--- src/rtl/regbank_wb_arbiter_if.sv ---
// Writeback bus between the two requesters (ALU, MEM), the register bank write
// port and the hazard-query logic.
//   alu_*/mem_*  : valid/ready writeback requests with destination and data
//   rb_*         : registered register-bank write port
//   q_addr_*     : hazard query addresses, hit_* : pending-write flags
// master = requester/issue side, slave = arbiter.
interface regbank_wb_arbiter_if #(
  parameter int unsigned DATA_W = 32,
  parameter int unsigned ADDR_W = 5
);
  logic              alu_valid;
  logic [ADDR_W-1:0] alu_addr;
  logic [DATA_W-1:0] alu_data;
  logic              alu_ready;
  logic              mem_valid;
  logic [ADDR_W-1:0] mem_addr;
  logic [DATA_W-1:0] mem_data;
  logic              mem_ready;
  logic              rb_write;
  logic [ADDR_W-1:0] rb_addr_d;
  logic [DATA_W-1:0] rb_data;
  logic [ADDR_W-1:0] q_addr_a;
  logic [ADDR_W-1:0] q_addr_b;
  logic              hit_a;
  logic              hit_b;

  modport master (
    output alu_valid, alu_addr, alu_data, mem_valid, mem_addr, mem_data,
    output q_addr_a, q_addr_b,
    input  alu_ready, mem_ready, rb_write, rb_addr_d, rb_data, hit_a, hit_b
  );

  modport slave (
    input  alu_valid, alu_addr, alu_data, mem_valid, mem_addr, mem_data,
    input  q_addr_a, q_addr_b,
    output alu_ready, mem_ready, rb_write, rb_addr_d, rb_data, hit_a, hit_b
  );
endinterface

--- src/rtl/regbank_wb_arbiter.sv ---
// Round-robin arbiter sharing the register-bank write port between the ALU and
// memory-load writeback paths. Each source has a one-entry holding buffer; one
// buffer drains per cycle into registered rb_write/rb_addr_d/rb_data. hit_a/hit_b
// flag writes still buffered or in flight for the queried read addresses.
// Ports:
//   clk   : clock, rising edge
//   reset : synchronous, active-high
//   bus   : regbank_wb_arbiter_if.slave (requests, write port, hazard query)
module regbank_wb_arbiter #(
  parameter int unsigned DATA_W      = 32,
  parameter int unsigned ADDR_W      = 5,
  parameter bit          ZERO_REG_RO = 1'b1
) (
  input  logic                 clk,
  input  logic                 reset,
  regbank_wb_arbiter_if.slave  bus
);

  typedef struct packed {
    logic [ADDR_W-1:0] addr;
    logic [DATA_W-1:0] data;
  } wb_entry_t;

  logic      alu_full_q, alu_full_d;
  wb_entry_t alu_ent_q,  alu_ent_d;
  logic      mem_full_q, mem_full_d;
  wb_entry_t mem_ent_q,  mem_ent_d;
  logic      rr_q,       rr_d;       // 0: ALU wins a tie, 1: MEM wins a tie
  logic      rb_write_q, rb_write_d;
  wb_entry_t rb_q,       rb_d;

  logic alu_gnt, mem_gnt;
  logic alu_ready, mem_ready;
  logic alu_load, mem_load;

  // Register 0 is hard-wired when ZERO_REG_RO is set.
  function automatic logic is_ro_zero(input logic [ADDR_W-1:0] a);
    return ZERO_REG_RO && (a == '0);
  endfunction

  // State register.
  always_ff @(posedge clk) begin
    if (reset) begin
      alu_full_q <= 1'b0;
      alu_ent_q  <= '0;
      mem_full_q <= 1'b0;
      mem_ent_q  <= '0;
      rr_q       <= 1'b0;
      rb_write_q <= 1'b0;
      rb_q       <= '0;
    end else begin
      alu_full_q <= alu_full_d;
      alu_ent_q  <= alu_ent_d;
      mem_full_q <= mem_full_d;
      mem_ent_q  <= mem_ent_d;
      rr_q       <= rr_d;
      rb_write_q <= rb_write_d;
      rb_q       <= rb_d;
    end
  end

  // Grant and ready: depend on buffer state only, never on valid.
  always_comb begin
    alu_gnt   = 1'b0;
    mem_gnt   = 1'b0;
    alu_gnt   = alu_full_q && (!mem_full_q || !rr_q);
    mem_gnt   = mem_full_q && (!alu_full_q ||  rr_q);
    alu_ready = !alu_full_q || alu_gnt;
    mem_ready = !mem_full_q || mem_gnt;
  end

  // Next state: buffer drain/reload, pointer rotation, write-port issue.
  always_comb begin
    alu_full_d = alu_full_q;
    alu_ent_d  = alu_ent_q;
    mem_full_d = mem_full_q;
    mem_ent_d  = mem_ent_q;
    rr_d       = rr_q;
    rb_write_d = alu_gnt || mem_gnt;
    rb_d       = rb_q;

    // Writes to a read-only register 0 complete the handshake but are dropped.
    alu_load = bus.alu_valid && alu_ready && !is_ro_zero(bus.alu_addr);
    mem_load = bus.mem_valid && mem_ready && !is_ro_zero(bus.mem_addr);

    if (alu_gnt) begin
      rb_d       = alu_ent_q;
      alu_full_d = 1'b0;
    end else if (mem_gnt) begin
      rb_d       = mem_ent_q;
      mem_full_d = 1'b0;
    end

    // Only a contested grant rotates the pointer.
    if (alu_full_q && mem_full_q) begin
      rr_d = !rr_q;
    end

    // A reload on the draining edge keeps the buffer full.
    if (alu_load) begin
      alu_full_d = 1'b1;
      alu_ent_d  = '{addr: bus.alu_addr, data: bus.alu_data};
    end
    if (mem_load) begin
      mem_full_d = 1'b1;
      mem_ent_d  = '{addr: bus.mem_addr, data: bus.mem_data};
    end
  end

  assign bus.alu_ready = alu_ready;
  assign bus.mem_ready = mem_ready;
  assign bus.rb_write  = rb_write_q;
  assign bus.rb_addr_d = rb_q.addr;
  assign bus.rb_data   = rb_q.data;

  // Hazard flags: buffered entries plus the write currently on the bank port.
  assign bus.hit_a = !is_ro_zero(bus.q_addr_a) &&
                     ((alu_full_q && (alu_ent_q.addr == bus.q_addr_a)) ||
                      (mem_full_q && (mem_ent_q.addr == bus.q_addr_a)) ||
                      (rb_write_q && (rb_q.addr      == bus.q_addr_a)));
  assign bus.hit_b = !is_ro_zero(bus.q_addr_b) &&
                     ((alu_full_q && (alu_ent_q.addr == bus.q_addr_b)) ||
                      (mem_full_q && (mem_ent_q.addr == bus.q_addr_b)) ||
                      (rb_write_q && (rb_q.addr      == bus.q_addr_b)));

endmodule

--- src/flat_wrapper.sv ---
// flat-port wrapper written by rule: the top's interface ports become plain ports
module regbank_wb_arbiter_flat 
#(
  parameter int unsigned DATA_W      = 32,
  parameter int unsigned ADDR_W      = 5,
  parameter bit          ZERO_REG_RO = 1'b1
)
  (clk, reset, bus_alu_valid, bus_alu_addr, bus_alu_data, bus_mem_valid, bus_mem_addr, bus_mem_data, bus_q_addr_a, bus_q_addr_b, bus_alu_ready, bus_mem_ready, bus_rb_write, bus_rb_addr_d, bus_rb_data, bus_hit_a, bus_hit_b);
  regbank_wb_arbiter_if #(.DATA_W(DATA_W), .ADDR_W(ADDR_W)) bus_i ();
  input  logic clk;
  input  logic reset;
  input wire logic [$bits(bus_i.alu_valid)-1:0] bus_alu_valid;
  input wire logic [$bits(bus_i.alu_addr)-1:0] bus_alu_addr;
  input wire logic [$bits(bus_i.alu_data)-1:0] bus_alu_data;
  input wire logic [$bits(bus_i.mem_valid)-1:0] bus_mem_valid;
  input wire logic [$bits(bus_i.mem_addr)-1:0] bus_mem_addr;
  input wire logic [$bits(bus_i.mem_data)-1:0] bus_mem_data;
  input wire logic [$bits(bus_i.q_addr_a)-1:0] bus_q_addr_a;
  input wire logic [$bits(bus_i.q_addr_b)-1:0] bus_q_addr_b;
  output wire logic [$bits(bus_i.alu_ready)-1:0] bus_alu_ready;
  output wire logic [$bits(bus_i.mem_ready)-1:0] bus_mem_ready;
  output wire logic [$bits(bus_i.rb_write)-1:0] bus_rb_write;
  output wire logic [$bits(bus_i.rb_addr_d)-1:0] bus_rb_addr_d;
  output wire logic [$bits(bus_i.rb_data)-1:0] bus_rb_data;
  output wire logic [$bits(bus_i.hit_a)-1:0] bus_hit_a;
  output wire logic [$bits(bus_i.hit_b)-1:0] bus_hit_b;
  assign bus_i.alu_valid = bus_alu_valid;
  assign bus_i.alu_addr = bus_alu_addr;
  assign bus_i.alu_data = bus_alu_data;
  assign bus_i.mem_valid = bus_mem_valid;
  assign bus_i.mem_addr = bus_mem_addr;
  assign bus_i.mem_data = bus_mem_data;
  assign bus_i.q_addr_a = bus_q_addr_a;
  assign bus_i.q_addr_b = bus_q_addr_b;
  assign bus_alu_ready = bus_i.alu_ready;
  assign bus_mem_ready = bus_i.mem_ready;
  assign bus_rb_write = bus_i.rb_write;
  assign bus_rb_addr_d = bus_i.rb_addr_d;
  assign bus_rb_data = bus_i.rb_data;
  assign bus_hit_a = bus_i.hit_a;
  assign bus_hit_b = bus_i.hit_b;
  regbank_wb_arbiter #(.DATA_W(DATA_W), .ADDR_W(ADDR_W), .ZERO_REG_RO(ZERO_REG_RO)) u_core (.clk(clk), .reset(reset), .bus(bus_i));
endmodule
--- config.mk ---
export PLATFORM = sky130hd
export DESIGN_NAME = regbank_wb_arbiter_flat
export DESIGN_NICKNAME = d
export VERILOG_FILES = /design/src/rtl/regbank_wb_arbiter_if.sv /design/src/rtl/regbank_wb_arbiter.sv /design/src/flat_wrapper.sv
export SDC_FILE = /design/constraint.sdc
export NUM_CORES = 1
export LEC_CHECK = 0
export BUFFER_PORTS_ARGS = -buffer_cell sky130_fd_sc_hd__buf_2
export CAP_MARGIN = 20
export CORE_MARGIN = 1.5
export CORE_UTILIZATION = 47
export CTS_CLUSTER_DIAMETER = 30
export DETAILED_ROUTE_END_ITERATION = 10
export PLACE_DENSITY_LB_ADDON = 0.2
export SYNTH_ARGS = -nofsm -noshare
export SYNTH_HDL_FRONTEND = slang
export SYNTH_SLANG_ARGS = --single-unit
--- constraint.sdc ---
create_clock -name clk -period 1.5 [get_ports clk]
set_input_delay 0.15 -clock clk [delete_from_list [all_inputs] [get_ports clk]]
set_output_delay 0.15 -clock clk [all_outputs]
set_load 0.02 [all_outputs]
==> results of run 1 <==
==> worst max-delay path, delay by kind of cell, from the launching register on <==
family          cells  cell delay [ps]
flops               1              350
simple gates        1              270
xor+xnor            1              160
buf+inv             1              150
compound gates      2              310
==> per-layer routing <==
metal,GRT usage,part of all wire,routed length (microns)
met4,0.119,0.021,312
met1,0.316,0.42,6300
met3,0.0581,0.056,834
met2,0.451,0.50,7470
met5,0,0,0
==> cells in the mapped netlist (all sizes together) <==
cell,instances,area share
o22ai,34,0.043
clkbuf,25,0.019
nand3,4,0.0041
nand2,75,0.057
buf,17,0.024
mux2,34,0.078
o211a,1,0.0020
and2,2,0.0025
xnor2,6,0.011
mux2i,37,0.075
inv,1,0.00076
dfxtp,115,0.47
xor2,24,0.043
a211oi,3,0.0046
a32oi,6,0.011
nor3,34,0.035
o21ai,1,0.0010
or4,4,0.0061
nor4,6,0.0076
a21oi,41,0.042
nor2,79,0.060
o211ai,2,0.0051
nand3b,1,0.0015
==> cells in the final DEF (no fill, tap or decap), types with 2 or more instances in the layout <==
cell           count
a211oi_1           2
a21oi_1           39
a21oi_2            2
a32oi_1            6
and2_1             2
buf_12             7
buf_2            125
buf_4             24
buf_6              4
clkbuf_16         18
clkbuf_8           4
clkinv_2           6
dfxtp_1          102
dfxtp_2            7
dfxtp_4            6
dlygate4sd3_1     76
mux2_2            34
mux2i_1           36
nand2_1           75
nand3_1            3
nor2_1            79
nor3_1            34
nor4_1             4
nor4_2             2
o211ai_4           2
o22ai_1           34
or4_1              4
xnor2_1            6
xor2_1            24
==> stage by stage <==
step / cell area [sq um] / setup slack, ps / power, mW / cells
after floorplan: 4930 / -76.3 / 4.13 / 552
after global placement: 5840 / -215 / 4.52 / 801
after detailed placement: 5840 / -263 / 4.56 / 801
after CTS: 7200 / -434 / 8.28 / 910
after global routing: 7310 / -516 / 8.63 / 913
final: 7310 / -410 / 8.30 / 913
==> registers in the layout, summed over array words and instances (netlist names) <==
name and cells:
u_core.bus.rb_write 1, u_core.rr_q 1, u_core.bus.rb_data 32, u_core.mem_ent_q 37, u_core.alu_full_q 1, u_core.bus.rb_addr_d 5
u_core.mem_full_q 1, u_core.alu_ent_q 37
==> layout make-up <==
cell class,instances,area (sq um),share of cell area
Clock buffer,21,459,0.0628
Clock inverter,7,60.1,0.00822
Inverter,1,3.75,0.000514
Multi-Input combinational cell,394,2460,0.337
Sequential cell,115,2330,0.319
Tap cell,136,170,0.0233
Timing Repair Buffer,239,1820,0.249
==> power by group <==
part           leakage, nW  internal [mW]  total (mW)  switching (mW)
clock                0.265           2.26        3.56            1.30
sequential           0.954           3.26        3.41           0.150
combinational         2.16          0.674        1.33           0.654
total                 3.38           6.20        8.30            2.10
==> final timing paths <==
path                                         startpoint  slack, ps                    to
worst max-delay path            u_core.bus.rb_addr_d[2]       -410             bus_hit_a
worst min-delay path                              reset        110   u_core.mem_ent_q[5]
worst max register to register        u_core.alu_full_q        -40  u_core.mem_ent_q[31]
worst min register to register      u_core.alu_ent_q[4]        450   u_core.alu_ent_q[4]
==> timing repair <==
| item | CTS | global route |
|---|---|---|
| hold buffers | 76 | 0 |
| setup buffers | 5 | 0 |
| setup endpoints to repair | 4 | 32 |
| endpoints found under the hold margin | 74 | 0 |
| pin swaps | 14 | 4 |
| resized for setup | 21 | 10 |
| gates cloned | 0 | 3 |
==> cell families after synthesis <==
group / share of synthesized area
buf+inv: 0.0435
flops: 0.468
simple gates: 0.174
xor+xnor: 0.0534
compound gates: 0.108
mux: 0.153
==> impl_metrics.yaml, run 1 <==
status:
  status: "complete, but fails checks"
  violations: "negative setup slack"
global_route:
  antenna_found_initial: 0
  grt_max_degree: 59
  grt-ovfl-total: 0
  groute.usage.overall: 0.264
  grt_pass1_vias: 4812
  grt_pass1_wl_microns: 23200
placement:
  hpwlAfterDp_microns: 8660
  portBuffers: 129
  globalplace.congestion: 0.863
final_layout:
  final_util: 0.714
  nets: 856
  syn_to_final_growth_pct: 48.5
  fillCellCount: 789
  drive_above_1_share: 0.317
  diodes: 0
yosys:
  syn_inst: 552
  ys_seq_area_frac: 0.468
  synth_warnings: 0
  synth_area_sq_mm: 0.00492
  synth_cell_type_count: 27
  synth-seq-cells: 115
  syn_nets: 640
  synth_area_per_cell_sq_um: 8.91
route:
  first_iter_violations: 168
  viasPerCell: 5.35
  drc: 0
  routedWlPerCell_microns: 16.3
  dr.pass1.iters: 4
  drt-total-wl_microns: 14900
  vias: 4887
  detail-route-antenna-nets: 0
setup_path:
  endpoint_kind: "output pin"
  critPathLaunchType: "flop"
  crit_slowest_cell: "dfxtp_2"
  crit_arrival_ps: 1760
  critical_path.cell_chain: "xor2_1 > nor4_1 > a32oi_1 > a21oi_2 > buf_4"
  critPathMaxStageDelay_ps: 350
  path_class: "reg2out"
  worst-path-max-fanout: 4
  worstPathRequired_ps: 1350
  r2r_cells: 6
floorplan:
  die_y_microns: 105
  core_sq_mm: 0.0102
  die-area_sq_mm: 0.0111
  row_count: 37
  io_pins: 130
  start_util: 0.481
  fp.dieW_microns: 105
clock_network:
  cts_sinks: 115
  cts_buffers: 17
  cts-root-buf: "clkbuf_8"
  clk_pin_slew_ps: 50
  clk_latency_ps: 510
  cts_tree: "done"
  cts_buffer_depth: 2
  cts-htree-levels: 4
timing:
  finClkSkew_ps: 5.43
  tns_ps: -1230
  worst_pin_slew_ps: 399
  fin_hold_ws_ps: 106
  slew_violations: 0
  setup_ws_ps: -410
  rsz0062_at_grt: "yes"
  fin_crit_sh: 1.27
  setup_viol: 20
  slew_headroom: 0.733
  clock.fmax_ghz: 0.524
  layout_min_cycle_time_ps: 1910
  hold_viol_final: 0
pwr:
  cellLeakagePower_nw: 3.38
  power_density_mw_per_mm2: 1140
  peakVddDrop_mv: 0.720
hold_path:
  holdPathStages: 3
  hp-class: "in2reg"
job:
  cap_violations: 0
Note: power is estimated with default switching activity, not from simulation.
==> inputs of run 2 (changes only) <==
- CTS_CLUSTER_DIAMETER: 30 -> 40
- CTS_CLUSTER_SIZE: unset -> 10
- PLACE_DENSITY_LB_ADDON: 0.2 -> 0.1
==> run 2 against run 1 <==
  * The run still ends with negative setup slack left
  * Utilization rose by 5.6 points
  * Sequential power about the same
  * Combinational power increased by 12%
  * Cell count is 1.4% higher
  * Clock-buffer cell count down 2
  * Flip-flop and latch count is the same
  * Register-to-register slack got worse by 170 ps
  * Highest routed layer unchanged
==> impl_metrics.yaml, run 2 (synthesized netlist as in run 1, its figures left out) <==
timing:
  hold_viol_final: 0
  setup_viol: 72
  slew_headroom: 0.653
  slew_violations: 0
  worst_pin_slew_ps: 517
  setup_ws_ps: -455
  clock.fmax_ghz: 0.511
  fin_crit_sh: 1.30
  finClkSkew_ps: 8.42
  layout_min_cycle_time_ps: 1960
  rsz0062_at_grt: "yes"
global_route:
  grt_pass1_wl_microns: 22900
  grt_pass1_vias: 4731
  grt_max_degree: 61
  antenna_found_initial: 0
  groute.usage.overall: 0.260
  grt-ovfl-total: 0
setup_path:
  worstPathRequired_ps: 1350
  crit_slowest_cell: "dfxtp_1"
  crit_buf_inv: 1
  path_class: "reg2out"
  crit_arrival_ps: 1810
  critPathLaunchType: "flop"
  worst-path-max-fanout: 4
  critical_path.cell_chain: "xor2_1 > nor4_2 > nand3_1 > a21oi_2 > buf_4"
  critPathMaxStageDelay_ps: 350
  crit_family: "simple AND/OR/NAND/NOR gates"
  endpoint_kind: "output pin"
route:
  dr.pass1.iters: 5
  drt-total-wl_microns: 15400
  detail-route-antenna-nets: 0
  routedWlPerCell_microns: 16.7
  vias: 4940
  viasPerCell: 5.33
  drc: 0
  first_iter_violations: 213
pwr:
  power_density_mw_per_mm2: 1130
  power.total_mw: 8.93
  cellLeakagePower_nw: 3.62
  peakVddDrop_mv: 0.771
floorplan:
  die-area_sq_mm: 0.0111
  io_pins: 130
  fp.dieW_microns: 105
  start_util: 0.481
  row_count: 37
  die_y_microns: 105
  core_sq_mm: 0.0102
placement:
  hpwlAfterDp_microns: 8470
  placedCellCount: 802
  globalplace.congestion: 0.845
  portBuffers: 129
clock_network:
  cts_buffers: 17
  cts-root-buf: "clkbuf_8"
  clk_latency_ps: 510
  clk_pin_slew_ps: 60
  cts-htree-levels: 4
  cts_buffer_depth: 2
  cts_tree: "done"
  cts_sinks: 115
status:
  status: "complete, but fails checks"
  violations: "negative setup slack"
hold_path:
  hp-class: "in2reg"
job:
  cap_violations: 0
final_layout:
  final_cell_mix: "124 x buf_2, 101 x dfxtp_1, 79 x nor2_1"
  diodes: 0
  syn_to_final_growth_pct: 60.1
  nets: 866
  mostFrequentLayoutCell: "buf_2"
  instances_no_fill: 926
  drive_above_1_share: 0.385
## run 2: changes by cell type in the layout (fill, tap and decap cells not counted), sizes merged
cell | before | now
buf | 161 | 169
bufinv | 1 | 3
clkbuf | 23 | 24
clkinv | 6 | 5
clkinvlp | 0 | 3
dlygate4sd3 | 76 | 75
inv | 1 | 2
## run 2: path summary, 6_finish.rpt
kind	from	endpoint	slack, ps	cells after the start
setup reg to reg	u_core.mem_full_q	u_core.mem_ent_q[6]	-210	8
setup / recovery	u_core.alu_ent_q[33]	bus_hit_a	-460	5
hold reg to reg	u_core.alu_ent_q[31]	u_core.alu_ent_q[31]	460	2
hold / removal	bus_mem_addr[1]	u_core.mem_ent_q[33]	20	4
## run 2: timing repair
| item | in CTS | in global routing |
|---|---|---|
| setup endpoints to repair | 4 | 55 |
| gates resized for setup | 18 | 87 |
| hold endpoints to repair | 74 | 0 |
| hold buffers | 75 | 0 |
| gates cloned | 0 | 6 |
| buffers inserted | 4 | 10 |
| pin swaps | 8 | 33 |
## run 2: per-stage QoR
step	setup TNS (ps)	util	cell area, sq um	setup WS (ps)	hold slack, ps
4_1_cts	-792	0.712	7290	-404	6.62
3_3_place_gp	-8920	0.574	5870	-207	380
3_5_place_dp	-9580	0.574	5870	-218	391
2_1_floorplan	-2400	-	4930	-76.3	286
5_1_grt	-13540	0.770	7880	-556	31.0
6_report	-7860	0.770	7880	-455	21.7
## run 2: cell type report
cell class                 instances  area, sq um
tap                              136          170
clock buffer                      19          432
sequential                       115         2320
fill                             689         2350
inverter                           1         3.75
timing repair buffer             249         2040
clock inverter                    12          158
multi-input combinational        394         2750
## run 2: report_power, final
group	switching, mW	internal [mW]	total, mW	leakage [nW]
clock	1.44	2.57	4.01	0.280
sequential	0.163	3.26	3.43	0.953
combinational	0.712	0.780	1.49	2.38
total	2.32	6.61	8.93	3.62
## run 2: routing by layer
layer	up-vias	GRT usage	share of wire
met4	0	0.0822	0.020
met3	33	0.0575	0.041
met2	152	0.451	0.51
met5	-	0	0
li1	2374	-	-
met1	2381	0.320	0.43
## run 2: worst min-delay path: cells and delay by family
family	cells	cell delay (ps)
buffers and inverters	2	190
AOI/OAI and AO/OA	1	80
and+or+nand+nor	1	70
